<file path="config.mk">
export PLATFORM = sky130hd
export DESIGN_NAME = m_filter
export DESIGN_NICKNAME = d
export VERILOG_FILES = /design/src/rtl/m_filter.sv
export SDC_FILE = /design/constraint.sdc
export NUM_CORES = 1
export LEC_CHECK = 0
export CAP_MARGIN = 20
export CELL_PAD_IN_SITES_DETAIL_PLACEMENT = 1
export CELL_PAD_IN_SITES_GLOBAL_PLACEMENT = 2
export CORE_MARGIN = 3
export CORE_UTILIZATION = 36
export DETAILED_ROUTE_END_ITERATION = 10
export MAX_ROUTING_LAYER = met4
export PLACE_DENSITY_LB_ADDON = 0.1
export SYNTH_ARGS = -nofsm -noshare
export SYNTH_HDL_FRONTEND = slang
export SYNTH_SLANG_ARGS = --single-unit
</file>
<file path="constraint.sdc">
create_clock -name clk -period 4.7 [get_ports clk]
set_input_delay 0.94 -clock clk [delete_from_list [all_inputs] [get_ports clk]]
set_output_delay 0.94 -clock clk [all_outputs]
set_load 0.02 [all_outputs]
</file>
<file path="src/rtl/m_filter.sv">
// rtl/m_filter.sv - packet filter: type-field and symbol matcher with per-stream counters
module m_filter #(
    parameter int W_BYTES    = 8,
    parameter int TYPE_BYTES = 2,
    parameter int OFF_W      = 8,
    parameter int N_SYM      = 2,
    parameter int LEN_W      = $clog2(W_BYTES + 1)
) (
    input  logic                    clk,
    input  logic                    rst,
    input  logic                    in_vld_w,
    input  logic                    in_sop_w,
    input  logic                    in_eop_w,
    input  logic [LEN_W-1:0]        in_len_w,
    input  logic [8*W_BYTES-1:0]    in_data_w,
    input  logic [OFF_W-1:0]        type_off_w,
    input  logic [8*TYPE_BYTES-1:0] type_w,
    input  logic [8*N_SYM-1:0]      sym_w,
    input  logic [N_SYM-1:0]        sym_en_w,
    output logic                    out_vld_r,
    output logic                    out_sop_r,
    output logic                    out_eop_r,
    output logic [LEN_W-1:0]        out_len_r,
    output logic [8*W_BYTES-1:0]    out_data_r,
    output logic                    out_buffer_r,
    output logic [31:0]             pkt_cnt_r,
    output logic [31:0]             buf_cnt_r,
    output logic [31:0]             err_cnt_r
);
    localparam int LANE_W = $clog2(W_BYTES);
    localparam int IDX_W  = OFF_W - LANE_W + 1;
    // Packet byte position of a type byte: offset plus up to 3, with headroom.
    localparam int POS_W  = OFF_W + 3;

    localparam logic [0:0] S_IDLE = 1'b0;
    localparam logic [0:0] S_PKT  = 1'b1;

    logic                    s0_vld_q, s0_sop_q, s0_eop_q;
    logic [LEN_W-1:0]        s0_len_q;
    logic [8*W_BYTES-1:0]    s0_data_q;

    logic [OFF_W-1:0]        off_q;
    logic [8*TYPE_BYTES-1:0] type_q;
    logic [8*N_SYM-1:0]      sym_q;
    logic [N_SYM-1:0]        sym_en_q;

    logic [0:0]              state_q, state_d;
    logic [IDX_W-1:0]        idx_q, idx_d, cur_idx;
    logic [TYPE_BYTES-1:0]   type_hit_q, type_hit_d, type_now, type_acc;
    logic [N_SYM-1:0]        sym_hit_q, sym_hit_d, sym_now, sym_acc;
    logic [POS_W-1:0]        pos_c;
    logic                    buf_c, emit_c, err_c;

    logic                    s1_vld_q, s1_sop_q, s1_eop_q, s1_buf_q, s1_err_q;
    logic [LEN_W-1:0]        s1_len_q;
    logic [8*W_BYTES-1:0]    s1_data_q;

    // Stage 0: register the incoming word; payload only moves on valid cycles.
    always_ff @(posedge clk) begin
        if (rst) s0_vld_q <= 1'b0;
        else     s0_vld_q <= in_vld_w;
        if (in_vld_w) begin
            s0_sop_q  <= in_sop_w;
            s0_eop_q  <= in_eop_w;
            s0_len_q  <= in_len_w;
            s0_data_q <= in_data_w;
        end
    end

    // Match operands are sampled with the SOP word and held for the packet.
    always_ff @(posedge clk) begin
        if (in_vld_w && in_sop_w) begin
            off_q    <= type_off_w;
            type_q   <= type_w;
            sym_q    <= sym_w;
            sym_en_q <= sym_en_w;
        end
    end

    // Per-word comparisons, accumulator update and packet-tracking FSM.
    always_comb begin
        // A SOP always starts at word 0 with fresh accumulators, even on abort.
        cur_idx  = s0_sop_q ? '0 : idx_q;
        pos_c    = '0;
        type_now = '0;
        for (int k = 0; k < TYPE_BYTES; k++) begin
            pos_c = POS_W'(off_q) + POS_W'(k);
            if (((pos_c >> LANE_W) == POS_W'(cur_idx)) &&
                (LEN_W'(pos_c[LANE_W-1:0]) < s0_len_q) &&
                (s0_data_q[{pos_c[LANE_W-1:0], 3'b000} +: 8] == type_q[8*k +: 8]))
                type_now[k] = 1'b1;
        end
        sym_now = '0;
        for (int j = 0; j < N_SYM; j++) begin
            for (int i = 0; i < W_BYTES; i++) begin
                if ((LEN_W'(i) < s0_len_q) && (s0_data_q[8*i +: 8] == sym_q[8*j +: 8]))
                    sym_now[j] = 1'b1;
            end
        end
        type_acc = (s0_sop_q ? '0 : type_hit_q) | type_now;
        sym_acc  = (s0_sop_q ? '0 : sym_hit_q) | sym_now;
        buf_c    = (&type_acc) & (&(sym_acc | ~sym_en_q));

        state_d    = state_q;
        idx_d      = idx_q;
        type_hit_d = type_hit_q;
        sym_hit_d  = sym_hit_q;
        emit_c     = 1'b0;
        err_c      = 1'b0;
        if (s0_vld_q) begin
            if (s0_sop_q) begin
                emit_c     = 1'b1;
                err_c      = (state_q == S_PKT);
                state_d    = s0_eop_q ? S_IDLE : S_PKT;
                idx_d      = IDX_W'(1);
                type_hit_d = type_acc;
                sym_hit_d  = sym_acc;
            end else if (state_q == S_IDLE) begin
                err_c = 1'b1;
            end else begin
                emit_c     = 1'b1;
                type_hit_d = type_acc;
                sym_hit_d  = sym_acc;
                if (s0_eop_q)          state_d = S_IDLE;
                else if (idx_q != '1)  idx_d   = idx_q + IDX_W'(1);
            end
        end
    end

    // Stage 1: FSM state, sticky hits and the decided word awaiting output.
    always_ff @(posedge clk) begin
        if (rst) begin
            state_q    <= S_IDLE;
            idx_q      <= '0;
            type_hit_q <= '0;
            sym_hit_q  <= '0;
            s1_vld_q   <= 1'b0;
            s1_err_q   <= 1'b0;
        end else begin
            state_q    <= state_d;
            idx_q      <= idx_d;
            type_hit_q <= type_hit_d;
            sym_hit_q  <= sym_hit_d;
            s1_vld_q   <= emit_c;
            s1_err_q   <= err_c;
        end
        if (emit_c) begin
            s1_sop_q  <= s0_sop_q;
            s1_eop_q  <= s0_eop_q;
            s1_len_q  <= s0_len_q;
            s1_data_q <= s0_data_q;
            s1_buf_q  <= s0_eop_q & buf_c;
        end
    end

    // Stage 2: output word and saturating statistics, updated together.
    always_ff @(posedge clk) begin
        if (rst) begin
            out_vld_r <= 1'b0;
            pkt_cnt_r <= '0;
            buf_cnt_r <= '0;
            err_cnt_r <= '0;
        end else begin
            out_vld_r <= s1_vld_q;
            if (s1_vld_q && s1_eop_q && (pkt_cnt_r != '1))
                pkt_cnt_r <= pkt_cnt_r + 32'd1;
            if (s1_vld_q && s1_eop_q && s1_buf_q && (buf_cnt_r != '1))
                buf_cnt_r <= buf_cnt_r + 32'd1;
            if (s1_err_q && (err_cnt_r != '1))
                err_cnt_r <= err_cnt_r + 32'd1;
        end
        if (s1_vld_q) begin
            out_sop_r    <= s1_sop_q;
            out_eop_r    <= s1_eop_q;
            out_len_r    <= s1_len_q;
            out_data_r   <= s1_data_q;
            out_buffer_r <= s1_buf_q;
        end
    end
endmodule

</file>
-- Word level (Yosys, flattened, before mapping)
Index checks and enable logic that the tools add are counted.
- input bits: 115
- output and inout bits: 168
- logic and storage cells: 148
- flip-flop bits (word level): 365
- magnitude comparators: 10
- bitwise gates (word level): 7
- mux-type cells: 37
- add/subtract/negate cells: 5
- eq/ne operators: 25
- reduce and logical (&&, ||, !) cells: 33
- shift-type cells: 2
- operators by type and width (cell ; number):
    8-bit equality test ; 18
    64-bit by 7-bit indexed part select with 8-bit output ; 2
    32-bit by 1-bit adder with 32-bit output (second input constant) ; 3
    32-bit inequality test (second input constant) ; 3
    6-bit 2-to-1 mux ; 5
    1-bit logical AND ; 26
    1-bit 2-to-1 mux ; 26
    3-bit by 4-bit < comparator with 1-bit output (first input constant) ; 4
    2-bit 2-to-1 mux ; 6
    8-bit by 1-bit adder with 9-bit output (second input constant) ; 1
    1-bit by 4-bit < comparator with 1-bit output (first input constant) ; 2
    2-bit by 4-bit < comparator with 1-bit output (first input constant) ; 2
    3-bit by 4-bit < comparator with 1-bit output ; 2
    6-bit by 1-bit adder with 6-bit output (second input constant) ; 1
    5-bit by 6-bit equality test with 1-bit output ; 1
    6-bit equality test ; 1
    6-bit inequality test (second input constant) ; 1
    2-bit OR ; 3
    2-bit AND reduction ; 3
    4-bit AND reduction ; 1
    2-bit nonzero test ; 2
    1-bit bitwise AND ; 2
    2-bit inequality test (second input constant) ; 1
    2-bit inverter ; 1
    other kinds (2) ; 2

-- Logic depth before layout (Yosys ltp)
Gate-level depths: netlist of run 1.
- word-level depth: 15
- mapped depth: 10
- gate-level depth less buffers: 9

-- Least setup slack after synthesis of run 1
No wires, ideal clock.
- path type: register to register
- start point: register s0_sop_q
- end point: register idx_q[5]
- data required time: 4584 ps
- data arrival time: 3636 ps
- cell stages (with the launch flop): 11
- buffers on the path: 1
- setup slack: 948 ps
- library setup time: 116 ps
- cells stage by stage: edfxtp_1 clkbuf_1 inv_1 ha_1 nand2b_1 inv_1 o21a_1 nand4_1 or2_2 xor2_1 nor2_1
- word-level cells in the longest chain between the ends: 2
- elaborated cells between the ends (all ways): 5
- those cells by class: eq/ne (1); mux (1); reduce/logical (3)
- ends and longest elaborated chain (what ; RTL line ; text):
    from (decl) ; 38 ; logic s0_vld_q, s0_sop_q, s0_eop_q;
    from (signal assigned) ; 63 ; s0_sop_q <= in_sop_w;
    2-bit inequality test (no line) or 2-bit nonzero test (tied branches) ; -- ;
    4-bit AND reduction (no line) ; -- ;
    to (signal assigned) ; 141 ; idx_q <= idx_d;
    to (decl) ; 48 ; logic [IDX_W-1:0] idx_q, idx_d, cur_idx;
Several ways; a longest one is shown, not always the timed one.
A chain may end at the register's enable or synchronous reset.

-- Final worst setup path of run 1
- start point: register off_q[1]
- end point: register s1_buf_q, data pin
- word-level cells in the longest chain between the ends: 9
- elaborated cells between the ends (all ways): 18
- those cells by class: add/sub (1); order compare (2); eq/ne (3); shift (2); mux (2); bitwise (3); reduce/logical (5)
- ends and longest elaborated chain (what ; RTL line ; text):
    from (decl) ; 42 ; logic [OFF_W-1:0] off_q;
    from (signal assigned) ; 73 ; off_q <= type_off_w;
    8-bit by 1-bit adder with 9-bit output ; 87 ; pos_c = POS_W'(off_q) + POS_W'(k);
    64-bit by 7-bit indexed part select with 8-bit output (tied with other cells) ; 90 ; (s0_data_q[{pos_c[LANE_W-1:0], 3'b000} +: 8] == type_q[8*k +: 8]))
    8-bit equality test or 1-bit logical AND (tied branches) ; 90, 88 ;
    1-bit logical AND ; 89 ; (LEN_W'(pos_c[LANE_W-1:0]) < s0_len_q) &&
    1-bit 2-to-1 mux ; 88 ; if (((pos_c >> LANE_W) == POS_W'(cur_idx)) &&
    2-bit OR * ; 100 ; type_acc = (s0_sop_q ? '0 : type_hit_q) | type_now;
    2-bit AND reduction * ; 102 ; buf_c = (&type_acc) & (&(sym_acc | ~sym_en_q));
    1-bit bitwise AND * ; 102 ;
    1-bit bitwise AND * ; 152 ; s1_buf_q <= s0_eop_q & buf_c;
    to (signal assigned) ; 152 ;
    to (decl) ; 54 ; logic s1_vld_q, s1_sop_q, s1_eop_q, s1_buf_q, s1_err_q;
Mark *: on every way between the ends. The rest lies on a longest branch, timed or not.

==> results_dict.tcl, run 1 <==
set metrics [dict create \
    wirelength_routed_um 47520 \
    ys_ff_latch 365 \
    worstPathCellList "buf_4 -> ha_1 -> buf_4 -> mux4_2 -> xor2_1 -> nor2_1 -> a22oi_1 -> a2111oi_2 -> a41oi_1 -> nor4_2" \
    placed_area_um2 19300 \
    initial_antenna_violation_count 0 \
    cts_repair_resize_count 0 \
    cts_tree "yes" \
    hpwl_um 34990 \
    avgViaCountPerCell 5.084 \
    cp_slowest_stage_delay_ns 0.56 \
    finalClockSkew_ns 0.009840 \
    first_global_vias 11170 \
    die_width_um 216.1 \
    floorplan_die_height_um 216.1 \
    synth_edf_count 254 \
    worstHoldPathCells 0 \
    ys_seq_area_share_pct 61.99 \
    htree_num_levels 2 \
    finalHoldViolCount 0 \
    multiInputGateArea_um2 5731 \
    grtUsageTotal_pct 20.65 \
    power-per-cell-area_nw_per_um2 370.4 \
    worst_path_arrival_ns 3.61 \
    max-slew-margin-rel_pct 32.41 \
    netlist_area_um2 15890 \
    layout.cells.most_common "sky130_fd_sc_hd__clkdlybuf4s50_1" \
    crit_path_top_delay_cell "sky130_fd_sc_hd__mux4_2" \
    drc_viols 0 \
    ir_drop_uv 311.7 \
    worst_r2r_path_depth 10 \
    syn_nets 1343 \
    post-layout-total-power_w 0.007660 \
    gpl.final_weighted_congestion 0.8693 \
    synthesis.area_per_instance_um2 13.04 \
    drt_iter0_drc 678 \
    yosys.area.top_type "sky130_fd_sc_hd__edfxtp_1" \
    clock_tree.root_cell "sky130_fd_sc_hd__clkbuf_16" \
    outcome "complete, no violations" \
    detailedRoute.firstPassIterationCount 5 \
    worst-r2r-setup-slack_ns 1.47 \
    ff_latch_area_um2 9853 \
    totalNegativeSetupSlack_ns 0 \
    regToRegStartpoint "off_q[1]" \
    placed_cells 2044 \
    post_synth_main_area_contributors "sky130_fd_sc_hd__edfxtp_1 48%, sky130_fd_sc_hd__dfxtp_1 14%, sky130_fd_sc_hd__xnor2_1 7.5%" \
    timing.critical_path.mode_cell "sky130_fd_sc_hd__buf_4" \
    hold_path_startpoint "s1_len_q[1]" \
    tightest_slew_ns 1.014 \
    yosysWarnings 0 \
    clkSlewWorstSetupHoldPaths_ns 0.06 \
    nets 1627 \
    grt_max_degree 72 \
    insertion_delay_of_the_later_clocked_pin_in_the_worst_skew_pair_ns 0.55 \
    worst-path-max-fanout 21 \
    detail_route.wl_per_cell_um 22.42 \
    grt_setup_unrepaired "false" \
    finalWorstPathRequiredPeriod_ns 3.231 \
    input_output_buffers 282 \
    postSynthCellCount 1218 \
    holdCritPathClass "reg2reg" \
    grt_first_pass_wirelength_um 70910 \
    postSynth.asyncResetShare_pct 0 \
    total_leakage_power_nw 6.782 \
    synthDominantCellAreaShare_pct 48.01 \
    fin_ws_ns 1.469 \
    cts_setup_buffers 0 \
    holdBufCountCts 0 \
    areaGrowthSynthToFinish_pct 30.16 \
    rr_endpoint "s1_buf_q" \
    maxSlewViolCount 0 \
    worst-setup-path-type "reg2reg" \
    post_route_cells_drive_above_1_share_pct 7.888 \
    synthDistinctLibCells 61 \
    antenna_cells_inserted 0 \
    critPathCaptureType "flop" \
    max_cap_viol_count 0 \
    top_library_cells_by_usage_in_the_layout_fill_and_taps_aside "280 x sky130_fd_sc_hd__clkdlybuf4s50_1, 254 x sky130_fd_sc_hd__edfxtp_1, 136 x sky130_fd_sc_hd__xnor2_1, 111 x sky130_fd_sc_hd__nor2_1, 110 x sky130_fd_sc_hd__dfxtp_1" \
    stdcell_count 2119 \
    cts_buffers 41 \
    fillCellCount 4470 \
    endpoint_with_the_worst_hold_slack "out_len_r[1]" \
    cp-start-kind "flop" \
    io_pins 283 \
    fmax_mhz 309.5 \
    timing.final.setup_violations 0 \
    final.period_utilization_pct 68.75 \
    fp-row-count 76 \
    finalInstanceArea_um2 20680 \
    ys_dominant_reg_cell "sky130_fd_sc_hd__edfxtp_1" \
    worst_setup_timing_slack_at_the_placement_stage_ns 1.463 \
    max-clock-path-buffers 3 \
    count_of_vias_placed_by_the_detailed_router 10770 \
    start_util_pct 36.64 \
    total_core_area_um2 43360 \
    tritoncts_num_sinks 365 \
    die_area_um2 46690 \
    cp_data_required_time_ns 5.08 \
    global_route.overflow_total 0 \
    drtAntennaViolNets 0 \
]
-- cell families (layout without fill, tap and decap cells) --
logic type | count (synthesis) | in the layout | synth area share (%)
adders and majority gates | 11 | 11 | 0.8505
buffers and inverters | 75 | 391 | 1.945
xor gates and xnor gates | 238 | 238 | 13.12
and+or+nand+nor | 396 | 396 | 13.04
AOI/OAI and AO/OA | 86 | 86 | 3.709
DFF | 365 | 365 | 61.99
muxes | 47 | 47 | 5.339
-- final cells by class --
class                   count  share of cell area (%)
clock inverters            19                   1.107
multi-input cells         778                   27.71
well taps                 585                   3.539
inverters                  25                  0.4598
repair buffers            291                   13.95
flip-flops and latches    365                   47.65
clock buffers              56                   5.584
-- report_power, final --
group	internal, W	switching, W	total (W)
logic	0.000330	0.000273	0.000603
clock network	0.00200	0.00127	0.00327
registers	0.00358	0.000207	0.00379
total	0.00591	0.00175	0.00766
-- sequential cells by signal (all words and copies together) (netlist names), 4 cells and up --
register,cells
out_len_r,4
out_data_r,64
sym_q,16
buf_cnt_r,32
s1_data_q,64
pkt_cnt_r,32
s1_len_q,4
off_q,8
type_q,16
idx_q,6
s0_len_q,4
err_cnt_r,32
s0_data_q,64
-- worst max-delay path by stage --
| stage | startpoint | endpoint | cells after the start |
|---|---|---|---|
| floorplan | s0_sop_q | idx_q[5] | 10 |
| global placement | off_q[1] | s1_buf_q | 10 |
| detailed placement | off_q[1] | s1_buf_q | 10 |
| CTS | off_q[1] | s1_buf_q | 10 |
| global route | off_q[1] | s1_buf_q | 10 |
| finish | off_q[1] | s1_buf_q | 10 |
-- metrics by stage --
stage	hold slack, ns	utilization, %
floorplan	0.4003	-
global placement	0.4022	44.50
detailed placement	0.4052	44.50
CTS	0.4065	47.69
global route	0.4146	47.69
finish	0.4115	47.69
-- critical path, delay by kind of cell (launching register included) --
kind                     cells  cell delay (ns)
AO/OA/AOI/OAI                3             0.76
XOR/XNOR                     1             0.16
adder cells (fa/ha/maj)      1             0.32
buffers and inverters        2             0.57
flip-flops                   1             0.35
multiplexers                 1             0.56
AND/OR/NAND/NOR              2             0.35
-- synth_stat cells (all sizes together) (14+ instances only) --
| library cell | count |
|---|---|
| edfxtp | 254 |
| xnor2 | 136 |
| nor2 | 112 |
| dfxtp | 111 |
| xor2 | 102 |
| nand3 | 54 |
| nand2 | 49 |
| nand4 | 43 |
| clkbuf | 34 |
| mux4 | 30 |
| a21oi | 28 |
| nor4 | 27 |
| nor3 | 26 |
| inv | 25 |
| and3 | 19 |
| o21ai | 17 |
| and4 | 16 |
| buf | 16 |
| mux2i | 15 |
| or3 | 14 |
-- per-layer routing --
layer  part of all wire (%)  track usage [%]  routed length (µm)  up-vias
li1                       -                -                   -     5021
met1                     43            25.98               20450     5396
met2                     49            34.81               23510      289
met3                    4.9            2.987                2339       67
met4                    2.6            6.281                1213        0
met5                      0                -                   0        -
(Power assumes the default switching activity.)
==> run 2: changes to the inputs <==
==> constraint.sdc (replaced) <==
create_clock -name clk -period 3.15 [get_ports clk]
set_input_delay 0.63 -clock clk [delete_from_list [all_inputs] [get_ports clk]]
set_output_delay 0.63 -clock clk [all_outputs]
set_load 0.02 [all_outputs]
==> results_dict.tcl, run 2 (synthesized netlist as in run 1, its figures left out) <==
set metrics [dict create \
    outcome "complete, no violations" \
    maxSlewViolCount 0 \
    global_route.overflow_total 0 \
    detailedRoute.firstPassIterationCount 4 \
    grt_first_pass_wirelength_um 73110 \
    fmax_mhz 350.4 \
    fillCellCount 4467 \
    cp_top_family "multiplexers" \
    timing.critical_path.mode_cell "sky130_fd_sc_hd__nor4_2" \
    worst-setup-path-type "reg2reg" \
    max_cap_viol_count 0 \
    gpl.final_weighted_congestion 0.8475 \
    cts_tree "yes" \
    crit_path_top_delay_cell "sky130_fd_sc_hd__mux4_2" \
    cts_buffers 41 \
    placed_area_um2 19490 \
    post_route_cells_drive_above_1_share_pct 8.746 \
    cp_slowest_stage_delay_ns 0.55 \
    cts_repair_resize_count 0 \
    max-clock-path-buffers 3 \
    ir_drop_uv 611.1 \
    worst_path_arrival_ns 3.23 \
    fp-row-count 76 \
    holdCritPathClass "in2reg" \
    finalClockSkew_ns 0.01287 \
    multiInputGateArea_um2 5743 \
    die_width_um 216.1 \
    cp_data_required_time_ns 3.52 \
    tritoncts_num_sinks 365 \
    critical_path.n_buffers_inverters 1 \
    biggestRegsByFlops "out_data_r: 64 flops, s0_data_q: 64 flops, s1_data_q: 64 flops" \
    top_library_cells_by_usage_in_the_layout_fill_and_taps_aside "280 x sky130_fd_sc_hd__clkdlybuf4s50_1, 254 x sky130_fd_sc_hd__edfxtp_1, 136 x sky130_fd_sc_hd__xnor2_1, 111 x sky130_fd_sc_hd__nor2_1, 110 x sky130_fd_sc_hd__dfxtp_1" \
    first_global_vias 11470 \
    nets 1647 \
    die_area_um2 46690 \
    power-per-cell-area_nw_per_um2 550.5 \
    floorplan_die_height_um 216.1 \
    avgViaCountPerCell 5.089 \
    drtAntennaViolNets 0 \
    clock_tree.root_cell "sky130_fd_sc_hd__clkbuf_16" \
    count_of_vias_placed_by_the_detailed_router 10900 \
    layout.cells.most_common "sky130_fd_sc_hd__clkdlybuf4s50_1" \
    drc_viols 0 \
    areaGrowthSynthToFinish_pct 31.37 \
    clkSlewWorstSetupHoldPaths_ns 0.06 \
    hpwl_um 35370 \
    cp-start-kind "flop" \
    worstPathCellList "buf_4 -> mux4_2 -> mux2i_1 -> xor2_1 -> o2111ai_1 -> nor4_2 -> a41oi_1 -> nor4_2" \
    cts_setup_buffers 0 \
    timing.final.setup_violations 0 \
    finalHoldViolCount 0 \
    total_core_area_um2 43360 \
    input_output_buffers 282 \
    ff_latch_area_um2 9853 \
    final.period_utilization_pct 90.60 \
    worst-path-max-fanout 20 \
    totalNegativeSetupSlack_ns 0 \
    tightest_slew_ns 1.039 \
    critPathCaptureType "flop" \
    insertion_delay_of_the_later_clocked_pin_in_the_worst_skew_pair_ns 0.55 \
    io_pins 283 \
    max-slew-margin-rel_pct 30.73 \
    total_leakage_power_nw 6.875 \
    wirelength_routed_um 48390 \
    finalWorstPathRequiredPeriod_ns 2.854 \
    grt_setup_unrepaired "false" \
    finalInstanceArea_um2 20870 \
    drt_iter0_drc 600 \
    grtUsageTotal_pct 21.21 \
    start_util_pct 36.64 \
    post-layout-total-power_w 0.01149 \
    initial_antenna_violation_count 1 \
    htree_num_levels 2 \
    grt_max_degree 76 \
    detail_route.wl_per_cell_um 22.60 \
    holdBufCountCts 0 \
]
[run 2: cell types whose count changed in the layout (fill, tap and decap cells not counted), sizes merged]
cell    change
diode       +1
clkbuf      +3
buf        +20
clkinv      -2
[run 2: layout make-up]
cell class,count,area share (%)
diodes,1,0.01199
flip-flops and latches,365,47.21
clock inverters,17,1.025
well taps,585,3.507
multi-input cells,778,27.52
clock buffers,59,5.539
repair buffers,311,14.72
inverters,25,0.4676
[run 2: path summary, 6_finish.rpt]
check	from	end	slack, ns	depth (start not counted)
max reg2reg	off_q[1]	s1_buf_q	0.30	8
min	in_vld_w	s0_data_q[51]	0.33	1
min reg2reg	s1_data_q[19]	out_data_r[19]	0.41	0
max	off_q[1]	s1_buf_q	0.30	8
[run 2: where the power goes]
part	leakage (nW)	switching, W	internal, W
combinational	2.94	0.000449	0.000520
clock	0.664	0.00193	0.00297
sequential	3.27	0.000285	0.00534
total	6.87	0.00266	0.00883
[run 2: layer usage]
layer  global-route usage, %  share of wire [%]
met5                       -                  0
met4                   5.888                2.3
met3                   3.575                5.0
met2                   35.19                 49
met1                   27.07                 44
[run 2: stage by stage]
step | worst slack (ns) | utilization [%] | hold WS (ns) | cells
5_1_grt | 0.04426 | 48.13 | 0.3096 | 2141
3_5_place_dp | 0.2657 | 44.94 | 0.4052 | 2064
2_1_floorplan | 0.09357 | - | 0.4003 | 1218
4_1_cts | 0.2440 | 48.10 | 0.2937 | 2140
3_3_place_gp | 0.3310 | 44.94 | 0.4017 | 2064
6_report | 0.2960 | 48.13 | 0.3338 | 2141
==> variant 1: new RTL, flow settings as in run 1 <==
Set the parameter `OFF_W` to 9 (it was 8).
--- a/src/rtl/m_filter.sv
+++ b/src/rtl/m_filter.sv
@@ -3,5 +3,5 @@
     parameter int W_BYTES    = 8,
     parameter int TYPE_BYTES = 2,
-    parameter int OFF_W      = 8,
+    parameter int OFF_W      = 9,
     parameter int N_SYM      = 2,
     parameter int LEN_W      = $clog2(W_BYTES + 1)
Interface: changed (resized type_off_w); port bits go from 283 to 284. The function was not compared with the original's and may differ.
==> variant 1 against run 1 <==
Sequential power is essentially flat. Total power grew 0.70%. Design area grew 1.2%. Fmax shrank 5.4%. Global-route usage grew 0.096 points. Setup slack lost 0.18 ns. Synthesized area grew 1.4%. Routed wire length grew 2.0%. Synthesized cell count grew 2.6%. Sequential share of layout area shrank 0.34 points. Sequential cell count grew 2. Largest power group unchanged.
==> variant 1: results (changes against run 1) <==
* CP max stage cell: ha_1
* Initial antenna violation count at 1 (+1)
* Pre-antenna DRT Iters at 4 (-1)
* Top cells by area, synth: edfxtp_1 (48%), dfxtp_1 (14%), xnor2_1 (6.9%)
* Clock buf count at 49 (-13%)
* Sequential portion of the cell area at 0.4731 (-0.003390)
* Clock Skews at 0.01451 ns (+0.004669 ns)
* Arrival @ worst endpoint at 3.88 ns (+0.27 ns)
* Fill count at 4453 (-0.38%)
* Max VDD drop at 0.0002351 V (-25%)
* Tmin final at 3.415 ns (+0.1836 ns)
* Global-route wire length before repair at 72.34 mm (+2.0%)
* Starting DRT DRC Count at 552 (-19%)
* Final HPWL DP at 35.66 mm (+1.9%)
* GRT Total Usage at 0.2075 (+0.0009624)
* Status: finished clean
* Wire per inst at 22.53 um (+0.46%)
* Via/cell ratio at 5.093 (+0.18%)
* Seq/Total Area, Yosys at 0.6146 (-0.005320)
* Signal inverters at 24 (-4.0%)
* Placed Instances at 2074 (+1.5%)
* Library cells used by synthesis at 63 (+3.3%)
* Drt total wl at 48.48 mm (+2.0%)
* Internal at 5.903 mW (-0.12%)
* Vias in the first global route at 11450 (+2.5%)
* WHS Endpoint: out_data_r[19]
* Synth Net Count at 1376 (+2.5%)
* Max incr delay on CP at 0.86 ns (+0.30 ns)
* R2R cell count at 8 (-2)
* Share of cells above drive strength 1 at 0.07471 (-0.004166)
* ClkCell Share at 0.06599 (-0.0009317)
* FF+latch count at 367 (+0.55%)
* Fraction of area in multi-input gates at 0.2810 (+0.003929)
* Worst Hold Slack at 0.4092 ns (-0.002375 ns)
* Pre-CTS setup slack at 1.277 ns (-0.1861 ns)
variant 1: cell count changes after synthesis, moves of 7 or more:
cell     before  now
mux4_1        0    7
mux4_2       30   21
nand3_1      54   47
nor3_1       26   34
nor3b_1       1    9
nor4_1       22   33
o21ai_0      14   26
or3_1        14   21
xnor2_1     136  126
xor2_1      102  109
variant 1: worst max-delay path, delay by kind of cell, from the launching register on:
kind	cells	cell delay, ns
adder cells (fa/ha/maj)	1	0.86
multiplexers	2	0.82
AO/OA/AOI/OAI	1	0.16
XOR/XNOR	1	0.10
flip-flops	1	0.40
AND/OR/NAND/NOR	3	0.98
variant 1: layer usage:
layer | global-route usage | up-vias | part of all wire | routed length (um)
met1 | 0.2696 | 5470 | 0.45 | 21780
met3 | 0.02801 | 70 | 0.040 | 1937
met4 | 0.05501 | 0 | 0.023 | 1102
met2 | 0.3449 | 267 | 0.49 | 23660
met5 | - | - | 0 | 0
li1 | - | 5153 | - | -
variant 1: logic make-up after synthesis:
logic type / Yosys count / synth area share
compound gates: 97 / 0.03830
xor+xnor: 237 / 0.1309
fa+ha+maj: 10 / 0.007768
buf+inv: 78 / 0.02020
flops: 367 / 0.6146
mux: 50 / 0.05461
simple gates: 411 / 0.1336
variant 1: power by group through the flow:
| stage | registers (mW) | logic, mW | clock network (mW) |
|---|---|---|---|
| 5_1_grt | 3.81 | 0.684 | 3.52 |
| 2_1_floorplan | 3.76 | 0.398 | 0 |
| 6_report | 3.79 | 0.631 | 3.29 |
| 4_1_cts | 3.80 | 0.636 | 3.38 |
| 3_5_place_dp | 3.86 | 0.630 | 0 |
| 3_3_place_gp | 3.86 | 0.618 | 0 |
==> variant 2: new RTL, config.mk and constraints of run 1 <==
Made on the original files. Register the input `type_w` before use, without a reset. The logic sees it one clock later. The other inputs are not delayed to match.
--- a/src/rtl/m_filter.sv
+++ b/src/rtl/m_filter.sv
@@ -36,4 +36,10 @@
     localparam logic [0:0] S_PKT  = 1'b1;
 
+    logic [8*TYPE_BYTES-1:0] type_w_q;
+
+    always_ff @(posedge clk) begin
+        type_w_q <= type_w;
+    end
+
     logic                    s0_vld_q, s0_sop_q, s0_eop_q;
     logic [LEN_W-1:0]        s0_len_q;
@@ -72,5 +78,5 @@
         if (in_vld_w && in_sop_w) begin
             off_q    <= type_off_w;
-            type_q   <= type_w;
+            type_q   <= type_w_q;
             sym_q    <= sym_w;
             sym_en_q <= sym_en_w;
Function: changed (Yosys sat finds a counterexample within 4 cycles, from zero or initial values and one cycle with rst high).
==> variant 2 against run 1 <==
Sequential share of layout area rose by 0.61 points. Routed wire length rose by 2.0%. Non-clock buffer count rose by 4. Total power rose by 1.9%. Sequential cell count rose by 16. First-iteration DRC count fell by 15%. Count of clock-buffer cells in the layout fell by 2. Combinational power rose by 4.0%. Critical endpoint unchanged. Design area rose by 1.9%. Critical path type unchanged. Highest routed layer unchanged. Worst hold slack got worse by 0.0059 ns. Setup slack got worse by 0.065 ns. Synthesized area rose by 2.1%. Final cell count rose by 1.6%.
==> variant 2: results (changes against run 1) <==
* Status: finished clean
* Initial antenna violation count at 1 (+1)
* Max VDD drop at 0.0003504 V (+12%)
* Worst Hold Slack at 0.4057 ns (-0.005879 ns)
* Drt total wl at 48.47 mm (+2.0%)
* Worst-path fanout max at 17 (-19%)
* Max Root-Sink Buffers at 3 (unchanged)
* Post-synth EDFFs at 254 (unchanged)
* HP Start: type_w_q[12]
* Tightest Pin Transition at 0.7995 ns (-0.2144 ns)
* Clock transition at path regs at 0.06 ns (about the same)
* Worst-Skew Late Latency at about 0.56 ns
* Post-CTS Setup Inserts at 0 (unchanged)
* CTS Buf Count at 42 (+2.4%)
* Share of cells above drive strength 1 at 0.07949 (+0.0006084)
* Synth top cells by count: edfxtp_1 (254), xnor2_1 (136), dfxtp_1 (127)
* Final HPWL DP at 35.65 mm (+1.9%)
* IO Port Bufs at 282 (unchanged)
* GRT Total Usage at 0.2073 (+0.0007809)
* Largest net degree at the start of global routing at 70 (-2.8%)
* Via Count at 10930 (+1.5%)
* Flop2flop setup slack at 1.40 ns (-0.07 ns)
* Max incr delay on CP at 0.54 ns (-0.02 ns)
* Synth Net Count at 1365 (+1.6%)
* DR top layer: met4
* Nets at 1653 (+1.6%)
* Seq/Total Area, Yosys at 0.6266 (+0.006688)
* Pre-antenna DRT Iters at 4 (-1)
* FF-to-FF Start: off_q[0]
* R2R cell count at 12 (+2)
* Area after DPL at 0.01969 mm^2 (+2.0%)
* CP max stage cell: or4_4
* Library cells used by synthesis at 60 (-1.6%)
* Starting DRT DRC Count at 579 (-15%)
* Worst hold path depth at 0 (unchanged)
* Top cells by area, synth: edfxtp_1 (47%), dfxtp_1 (16%), xnor2_1 (7.3%)
* WL met3 at 2.050 mm (-12%)
* LEAKAGE at 6.910 nW (+1.9%)
* Metal-1 WL at 21.06 mm (+3.0%)
* Placer Congestion at 0.8627 (-0.76%)
* Routed length on met2 at 24.07 mm (+2.4%)
* Global-route wire length before repair at 71.75 mm (+1.2%)
* Clock Skews at 0.01826 ns (+0.008418 ns)
* WHS Endpoint: type_q[12]
-- variant 2: cell count changes after synthesis, sizes merged, moves of 6 or more --
cell,delta
nor3,+10
o21ai,+6
clkbuf,+7
and4,-7
or3,+15
dfxtp,+16
xor2,-7
buf,-6
mux2i,+6
nor4,-7
nand3,-11
-- variant 2: kinds of logic (layout without fill, tap and decap cells) --
group | after synthesis | after routing | share of synthesized area
xor gates and xnor gates | 231 | 231 | 0.1247
DFF | 381 | 381 | 0.6266
muxes | 53 | 53 | 0.05736
adders and majority gates | 10 | 10 | 0.007710
buffers and inverters | 74 | 394 | 0.01781
AOI/OAI and AO/OA | 102 | 102 | 0.04171
and+or+nand+nor | 389 | 389 | 0.1241
other | 0 | 1 | 0
-- variant 2: stage by stage --
| step | worst slack (ns) | std cells | utilization |
|---|---|---|---|
| 3_5_place_dp | 1.365 | 2075 | 0.4433 |
| 2_1_floorplan | 0.3247 | 1240 | - |
| 3_3_place_gp | 1.418 | 2075 | 0.4433 |
| 4_1_cts | 1.360 | 2151 | 0.4741 |
| 5_1_grt | 1.080 | 2153 | 0.4746 |
| 6_report | 1.403 | 2153 | 0.4746 |
-- variant 2: metal layers --
metal,GRT usage,vias to the layer above
li1,-,5128
met1,0.2642,5497
met2,0.3456,241
met3,0.02767,67
met4,0.06501,0
met5,-,-
-- variant 2: worst max path at each step --
stage | start | endpoint | slack, ns | depth (start not counted)
2_1_floorplan | s0_sop_q | idx_q[5] | 0.32 | 10
3_3_place_gp | off_q[0] | s1_buf_q | 1.42 | 10
3_5_place_dp | off_q[0] | s1_buf_q | 1.36 | 9
4_1_cts | off_q[0] | s1_buf_q | 1.36 | 9
5_1_grt | off_q[0] | s1_buf_q | 1.08 | 10
6_report | off_q[0] | s1_buf_q | 1.40 | 12
-- variant 2: power by group --
group	switching, mW	internal [mW]
clock	1.31	1.95
combinational	0.286	0.341
sequential	0.214	3.72
total	1.81	6.00
-- variant 2: cell type report --
class	instances	area (um^2)
fill	4567	23330
sequential	381	10170
multi-input combinational	785	5779
timing repair buffer	295	2928
clock buffer	54	1147
tap	592	740.7
clock inverter	22	222.7
inverter	23	86.33
antenna	1	2.502
-- variant 2: critical path, delay by kind of cell, from the launching register on --
| family | cells | cell delay (ns) |
|---|---|---|
| flip-flops | 1 | 0.39 |
| AO/OA/AOI/OAI | 2 | 0.27 |
| buffers and inverters | 1 | 0.32 |
| adder cells (fa/ha/maj) | 2 | 0.59 |
| AND/OR/NAND/NOR | 7 | 1.57 |
